[config.mk]
export PLATFORM = sky130hd
export DESIGN_NAME = zynq_tag_tx
export DESIGN_NICKNAME = d
export VERILOG_FILES = /design/src/rtl/zynq_pkg.sv /design/src/rtl/zynq_tag_piso.sv /design/src/rtl/zynq_tag_tx.sv
export SDC_FILE = /design/constraint.sdc
export NUM_CORES = 1
export LEC_CHECK = 0
export BUFFER_PORTS_ARGS = -buffer_cell sky130_fd_sc_hd__buf_2
export CAP_MARGIN = 20
export CORE_MARGIN = 8
export CORE_UTILIZATION = 56
export DETAILED_ROUTE_END_ITERATION = 8
export PLACE_DENSITY = 0.85
export REMOVE_ABC_BUFFERS = 1
export SLEW_MARGIN = 0
export SYNTH_ARGS = -nofsm -noshare
export SYNTH_HDL_FRONTEND = slang
export SYNTH_HIERARCHICAL = 1
export SYNTH_SLANG_ARGS = --single-unit
[constraint.sdc]
create_clock -name aclk -period 4.8 [get_ports aclk]
set_clock_uncertainty 0.2 [all_clocks]
set_input_delay 0.96 -clock aclk [delete_from_list [all_inputs] [get_ports aclk]]
set_output_delay 0.96 -clock aclk [all_outputs]
set_load 0.1 [all_outputs]
[src/rtl/zynq_pkg.sv]
// Shared definitions for the zynq bsg_tag transmitter: field widths, packet record, FSM states.
package zynq_pkg;

    function automatic int safe_clog2(input int x);
        return (x <= 1) ? 1 : $clog2(x);
    endfunction

    localparam int tag_els_gp               = 16;
    localparam int tag_max_payload_width_gp = 1;
    localparam int tag_lg_els_gp            = safe_clog2(tag_els_gp);
    localparam int tag_lg_width_gp          = safe_clog2(tag_max_payload_width_gp + 1);
    localparam int tag_pkt_bits_gp          = 2 + tag_lg_width_gp + tag_lg_els_gp
                                              + tag_max_payload_width_gp;

    typedef struct packed {
        logic [tag_lg_els_gp-1:0]            nodeid;
        logic                                data_not_reset;
        logic [tag_lg_width_gp-1:0]          len;
        logic [tag_max_payload_width_gp-1:0] payload;
    } tag_pkt_s;

    typedef enum logic [1:0] {
        ST_IDLE = 2'd0,
        ST_SEND = 2'd1,
        ST_GAP  = 2'd2
    } tag_tx_state_e;

endpackage

[src/rtl/zynq_tag_piso.sv]
// Parallel-load shift register; bit 0 is presented first and zeros fill from the top.
module zynq_tag_piso #(
    parameter int width_p = 8
) (
    input  logic               aclk,
    input  logic               aresetn,
    input  logic               load_i,
    input  logic               shift_i,
    input  logic [width_p-1:0] data_i,
    output logic               bit_o
);

    logic [width_p-1:0] data_q, data_d;

    always_comb begin
        data_d = data_q;
        if (load_i) begin
            data_d = data_i;
        end else if (shift_i) begin
            data_d = {1'b0, data_q[width_p-1:1]};
        end
    end

    always_ff @(posedge aclk or negedge aresetn) begin
        if (!aresetn) begin
            data_q <= '0;
        end else begin
            data_q <= data_d;
        end
    end

    assign bit_o = data_q[0];

endmodule

[src/rtl/zynq_tag_tx.sv]
// Serialises tag packets (start, len, data_not_reset, nodeid, payload; each LSB first)
// onto the bsg_tag line, one bit per clock.
//
//   state   | meaning
//   --------+-----------------------------------------------------------
//   IDLE    | ready for a request; line held at 0
//   SEND    | shifting packet bits out; counter holds bits left minus one
//   GAP     | one forced zero cycle before the next request can be taken
module zynq_tag_tx
    import zynq_pkg::*;
#(
    parameter int els_p               = 16,
    parameter int max_payload_width_p = 1,
    parameter int lg_els_lp           = safe_clog2(els_p),
    parameter int lg_width_lp         = safe_clog2(max_payload_width_p + 1)
) (
    input  logic                           aclk,
    input  logic                           aresetn,
    input  logic                           v_i,
    output logic                           ready_and_o,
    input  logic [lg_els_lp-1:0]           nodeid_i,
    input  logic                           data_not_reset_i,
    input  logic [lg_width_lp-1:0]         len_i,
    input  logic [max_payload_width_p-1:0] payload_i,
    output logic                           tag_data_o,
    output logic                           busy_o,
    output logic                           err_o
);

    localparam int hdr_bits_lp = 2 + lg_width_lp + lg_els_lp;
    localparam int pkt_bits_lp = hdr_bits_lp + max_payload_width_p;
    localparam int cnt_w_lp    = safe_clog2(pkt_bits_lp);

    tag_tx_state_e state_q, state_d;
    logic [cnt_w_lp-1:0] cnt_q, cnt_d;
    logic err_q, err_d;
    logic load, shift, sr_bit, len_bad;
    logic [max_payload_width_p-1:0] payload_mask;
    logic [pkt_bits_lp-1:0] load_vec;

    // Payload bits at or above len are zeroed so stale bits never reach the line.
    always_comb begin
        for (int i = 0; i < max_payload_width_p; i++) begin
            payload_mask[i] = (int'(len_i) > i);
        end
    end

    assign len_bad  = (int'(len_i) > max_payload_width_p);
    assign load_vec = {payload_i & payload_mask, nodeid_i, data_not_reset_i, len_i, 1'b1};

    always_comb begin
        state_d = state_q;
        cnt_d   = cnt_q;
        err_d   = 1'b0;
        load    = 1'b0;
        shift   = 1'b0;
        unique case (state_q)
            ST_IDLE: begin
                if (v_i) begin
                    if (len_bad) begin
                        err_d = 1'b1;
                    end else begin
                        load    = 1'b1;
                        cnt_d   = cnt_w_lp'(hdr_bits_lp - 1) + cnt_w_lp'(len_i);
                        state_d = ST_SEND;
                    end
                end
            end
            ST_SEND: begin
                shift = 1'b1;
                if (cnt_q == '0) begin
                    state_d = ST_GAP;
                end else begin
                    cnt_d = cnt_q - cnt_w_lp'(1);
                end
            end
            ST_GAP:  state_d = ST_IDLE;
            default: state_d = ST_IDLE;
        endcase
    end

    always_ff @(posedge aclk or negedge aresetn) begin
        if (!aresetn) begin
            state_q <= ST_IDLE;
            cnt_q   <= '0;
            err_q   <= 1'b0;
        end else begin
            state_q <= state_d;
            cnt_q   <= cnt_d;
            err_q   <= err_d;
        end
    end

    zynq_tag_piso #(.width_p(pkt_bits_lp)) piso (
        .aclk    (aclk),
        .aresetn (aresetn),
        .load_i  (load),
        .shift_i (shift),
        .data_i  (load_vec),
        .bit_o   (sr_bit)
    );

    // Gating by state makes the line drop to 0 the instant reset forces IDLE.
    assign tag_data_o  = (state_q == ST_SEND) & sr_bit;
    assign ready_and_o = (state_q == ST_IDLE);
    assign busy_o      = (state_q == ST_SEND) | (state_q == ST_GAP);
    assign err_o       = err_q;

endmodule

==> impl_metrics.csv, run 1 <==
group,metric,value,unit
outcome,outcome,"finished clean",
yosys,ys_types,22,
detailed_routing,top_layer,"met4",
placed_design,place_ws,2.36,ns
detailed_routing,drt-total-wl,1430,um
timing,rsz0062_at_grt,"no",
finish,fin_util,65.4,%
critical_path,crit_buf_inv,2,
finish,regArea,325,um2
placed_design,dp.cells,100,
yosys,yosys-top-cells-area,"dfrtp_1 (42%), ha_1 (9.8%), mux2i_1 (9.2%)",
detailed_routing,first_pass_iters,4,
detailed_routing,wl_per_cell,13.7,um
yosys,yosysWarnings,6,
yosys,syn_inst,76,
cts,path_clk_slew,0.08,ns
finish,final_common_cell,"dfrtp_1",
detailed_routing,vias,566,
floorplan,die_y,53.0,um
timing,report.final.setup_viol,0,
yosys,syn_area,766,um2
finish,insertedDiodeCount,0,
global_routing,grt_pass1_vias,572,
timing,hold_viol_final,0,
critical_path,worstSetupEndpointType,"output pin",
detailed_routing,met2_length,742,um
yosys,yosysSeqAreaShare,42.5,%
floorplan,initial_core_util,59.6,%
finish,layout-drive-gt1-share,22.5,%
yosys,synthFlopType,"dfrtp_1",
timing,finalCritPeriodShare,57.0,%
yosys,yosysTopAreaCellShare,42.5,%
floorplan,core_area,1280,um2
finish,final_nets,106,
yosys,synth_edf_count,0,
placed_design,gp_congestion,0.805,
critical_path,worst_ep_arrival_time,1.58,ns
critical_path,crit_type,"reg2out",
global_routing,grt_max_degree,17,
critical_path,required,3.64,ns
finish,final_cell_mix,"dfrtp_1 (13), buf_2 (12), nand2_1 (9)",
cts,htreeDepth,1,
global_routing,grt_first_pass_wirelength,2370,um
cts,post_cts_buffers,0,
global_routing,antenna_found_initial,0,
cts,clkSinkCount,13,
min_path,hold_class,"in2async",
cts,cts_max_path_buffers,2,
critical_path,worstSetupStartpointType,"flip-flop",
yosys,async_flop_share,100,%
detailed_routing,viasPerCell,5.44,
timing,drv_slew,0,
yosys,syn_avg_cell_area,10.1,um2
finish,instances_no_fill,104,
job,drv_cap,0,
timing,setup_ws,2.06,ns
global_routing,grt_overflow,0,
global_routing,grtUsageTotal,11.1,%
finish,synthToLayoutAreaGrowth,9.80,%
yosys,ys_ff_latch,13,
detailed_routing,wl_met3,41,um
critical_path,cp_max_fo,5,
cts,holdBufCountCts,0,
critical_path,crit_chain,"inv_1, ha_1, and2_1, buf_2",
timing,fmax,366,MHz
detailed_routing,ant_nets,0,
timing,tightest_slew,0.569,ns
detailed_routing,route.detailed.drc,0,
detailed_routing,met1_length,612,um
floorplan,die_w,53.0,um
cts,cts_resized,0,
cts,cts_tree,"done",
floorplan,die_area,2810,um2
cts,clock_latency,0.27,ns
critical_path,slowest_delay,0.42,ns
critical_path,critPathTopFamily,"buffers and inverters",
cts,cts_root_buf,"clkbuf_4",
timing,max_slew_margin,62.1,%
floorplan,io_pins,14,
placed_design,io_buffers,12,
timing,setup_tns,0,ns
cts,cts_buffers,3,
finish,n_fill_cell,115,
critical_path,slowest_stage,"buf_2",
placed_design,dpl.hpwl,1150,um
timing,fin_crit,2.74,ns
yosys,synth_area_leader_cell,"dfrtp_1",
finish,multi_input_area,388,um2
detailed_routing,drt_iter0_markers,5,
floorplan,rows,13,
per-layer routing:
metal,up-vias,GRT usage (%)
met5,-,0
met1,263,12.3
met3,4,2.52
li1,281,-
met4,0,5.17
met2,18,19.5
synth_stat cells (2+ instances only):
| library cell | n |
|---|---|
| buf_6 | 2 |
| nand2_1 | 9 |
| mux2i_1 | 7 |
| and2_1 | 2 |
| ha_1 | 6 |
| nor2_1 | 2 |
| o22ai_1 | 2 |
| nand2b_1 | 5 |
| dfrtp_1 | 13 |
| inv_1 | 6 |
| o21ai_1 | 7 |
| conb_1 | 2 |
| mux2_4 | 2 |
| a21oi_1 | 2 |
| o21ai_0 | 2 |
cell families after synthesis:
group | Yosys count | share of synthesized area (%)
other | 2 | 0.981
adder cells (fa/ha/maj) | 6 | 9.80
multiplexers | 9 | 13.1
flip-flops | 13 | 42.5
AND/OR/NAND/NOR | 20 | 13.9
AO/OA/AOI/OAI | 17 | 12.9
buffers and inverters | 9 | 6.86
worst register-to-register path, stage by stage, from the launching register on:
cell and delay [ns]:
dfrtp_1 0.36, inv_1 0.12, ha_1 0.54, nand2b_1 0.20, a31oi_1 0.10, nand2b_1 0.15
final cells by class:
type,count,share of cell area (%)
Multi-Input combinational cell,54,46.1
Inverter,6,2.68
Tap cell,15,2.23
Timing Repair Buffer,12,7.14
Sequential cell,13,38.7
Clock buffer,4,3.13
state kept, by name (all words and copies together) (netlist names):
name / flops
cnt_q: 3
piso/data_q: 8
state_q: 2
worst paths after layout:
| path | startpoint | end | slack (ns) | cells past startpoint |
|---|---|---|---|---|
| setup / recovery | state_q[1] | tag_data_o | 2.06 | 4 |
| hold / removal | aresetn | state_q[1] | 0.36 | 1 |
| setup reg to reg | state_q[1] | cnt_q[0] | 3.02 | 5 |
| hold reg to reg | piso/data_q[4] | piso/data_q[3] | 0.36 | 2 |
| max in group asynchronous | aresetn | piso/data_q[7] | 3.82 | 1 |
| min in group aclk | piso/data_q[4] | piso/data_q[3] | 0.36 | 2 |
per-stage QoR:
stage          hold slack [ns]  area [um2]
2_1_floorplan            0.307         736
3_3_place_gp             0.330         815
3_5_place_dp             0.339         815
4_1_cts                  0.355         841
5_1_grt                  0.376         841
6_report                 0.356         841
Power of run 1 is left out: the tool's default activity adds up to more than one toggle a clock period on the data nets, which glitch-free logic cannot reach.
==> inputs of run 2 (changes only) <==
Settings changed: CORE_UTILIZATION 56 to 47, PLACE_DENSITY 0.85 to 0.77.
Clock period 4.8 ns to 2.5 ns, I/O delays scaled along.
==> run 2 against run 1 <==
Effect of this change: worst hold slack got worse by 0.14 ns; highest routed layer unchanged; worst setup slack got worse by 1.9 ns; cell count increased by 1.9%; sequential share of layout area decreased by 0.51 points.
==> impl_metrics.csv, run 2 (same netlist as run 1, synthesis figures left out) <==
group,metric,value,unit
cts,clock_latency,0.28,ns
min_path,hold_class,"in2reg",
detailed_routing,viasPerCell,5.10,
timing,tightest_slew,0.577,ns
placed_design,gp_congestion,0.784,
critical_path,crit_buf_inv,2,
floorplan,initial_core_util,50.2,%
timing,fmax,436,MHz
detailed_routing,top_layer,"met4",
finish,reg_top3,"piso/data_q (8), cnt_q (3), state_q (2)",
cts,cts_resized,0,
detailed_routing,met2_length,622,um
global_routing,grtUsageTotal,9.06,%
detailed_routing,wl_per_cell,12.2,um
cts,cts_root_buf,"clkbuf_4",
cts,holdBufCountCts,1,
cts,cts_buffers,3,
timing,drv_slew,0,
finish,synthToLayoutAreaGrowth,11.3,%
outcome,outcome,"finished clean",
critical_path,slowest_stage,"buf_2",
critical_path,cp_max_fo,5,
critical_path,worstSetupEndpointType,"output pin",
floorplan,io_pins,14,
floorplan,core_area,1520,um2
placed_design,dpl.hpwl,965,um
finish,top_register,"piso/data_q",
detailed_routing,ant_nets,0,
global_routing,grt_overflow,0,
global_routing,grt_first_pass_wirelength,2280,um
detailed_routing,first_pass_iters,4,
finish,largest_reg_flops,8,
finish,final_common_cell,"dfrtp_1",
critical_path,worstRegToRegCells,4,
detailed_routing,wl_met3,61,um
global_routing,grt_pass1_vias,541,
timing,finalCritPeriodShare,91.7,%
timing,fin_crit,2.29,ns
finish,final_nets,107,
critical_path,r2r_end,"state_q[0]",
critical_path,slowest_delay,0.41,ns
timing,report.final.setup_viol,0,
timing,whs,0.221,ns
critical_path,crit_type,"reg2out",
critical_path,setup.worst_path.start,"state_q[1]",
critical_path,worst_ep_arrival_time,1.59,ns
cts,clkSinkCount,13,
min_path,min_from,"nodeid_i[3]",
critical_path,reg2reg_from,"state_q[1]",
floorplan,die_y,56.4,um
critical_path,worstSetupStartpointType,"flip-flop",
detailed_routing,route.detailed.drc,0,
critical_path,r2r_slack,0.72,ns
finish,layout-drive-gt1-share,22.2,%
timing,setup_tns,0,ns
global_routing,grt_max_degree,17,
detailed_routing,drt-total-wl,1300,um
min_path,whs_path_depth,3,
cts,cts_tree,"done",
timing,max_slew_margin,61.5,%
timing,hold_viol_final,0,
floorplan,rows,14,
critical_path,required,1.80,ns
cts,htreeDepth,1,
floorplan,die_area,3180,um2
min_path,holdPathEnd,"piso/data_q[6]",
detailed_routing,met1_length,591,um
job,drv_cap,0,
cts,cts_max_path_buffers,2,
finish,insertedDiodeCount,0,
cts,post_cts_buffers,0,
finish,final_cell_mix,"dfrtp_1 (13), buf_2 (12), nand2_1 (9)",
cts,path_clk_slew,0.08,ns
floorplan,die_w,56.4,um
critical_path,crit_chain,"inv_1, ha_1, and2_1, buf_2",
placed_design,io_buffers,12,
global_routing,antenna_found_initial,0,
detailed_routing,drt_iter0_markers,10,
timing,rsz0062_at_grt,"no",
critical_path,critPathTopFamily,"buffers and inverters",
detailed_routing,vias,541,
-- run 2: worst max-delay path by stage --
stage                       to  slack [ns]  depth (start not counted)
finish              tag_data_o        0.21                          4
global route        tag_data_o        0.12                          4
CTS                 tag_data_o        0.21                          4
detailed placement  tag_data_o        0.52                          4
global placement    tag_data_o        0.57                          4
floorplan           state_q[0]        0.17                          5
-- run 2: metrics by stage --
step	setup WS [ns]	instances	utilization (%)	instance area, um2
after floorplan	0.175	73	-	736
after global placement	0.567	101	53.5	816
after detailed placement	0.522	101	53.5	816
after CTS	0.208	106	55.9	852
after global routing	0.124	106	55.9	852
final	0.207	106	55.9	852
-- run 2: per-layer routing --
metal | up-vias | track usage, %
li1 | 280 | -
met1 | 250 | 9.97
met2 | 9 | 13.8
met3 | 2 | 4.49
met4 | 0 | 5.15
met5 | - | 0
-- run 2: cell type report --
cell class / instances / area [um2]
fillers: 140 / 672
multi-input cells: 54 / 388
flip-flops and latches: 13 / 325
repair buffers: 13 / 70.1
clock buffers: 4 / 26.3
inverters: 6 / 22.5
well taps: 16 / 20.0
-- run 2: tightest hold or removal path: cells and delay by family --
family | cells | cell delay, ns
buffers and inverters | 1 | 0.07
AOI/OAI and AO/OA | 1 | 0.06
and+or+nand+nor | 1 | 0.04
Power of run 2 is left out for the same reason.
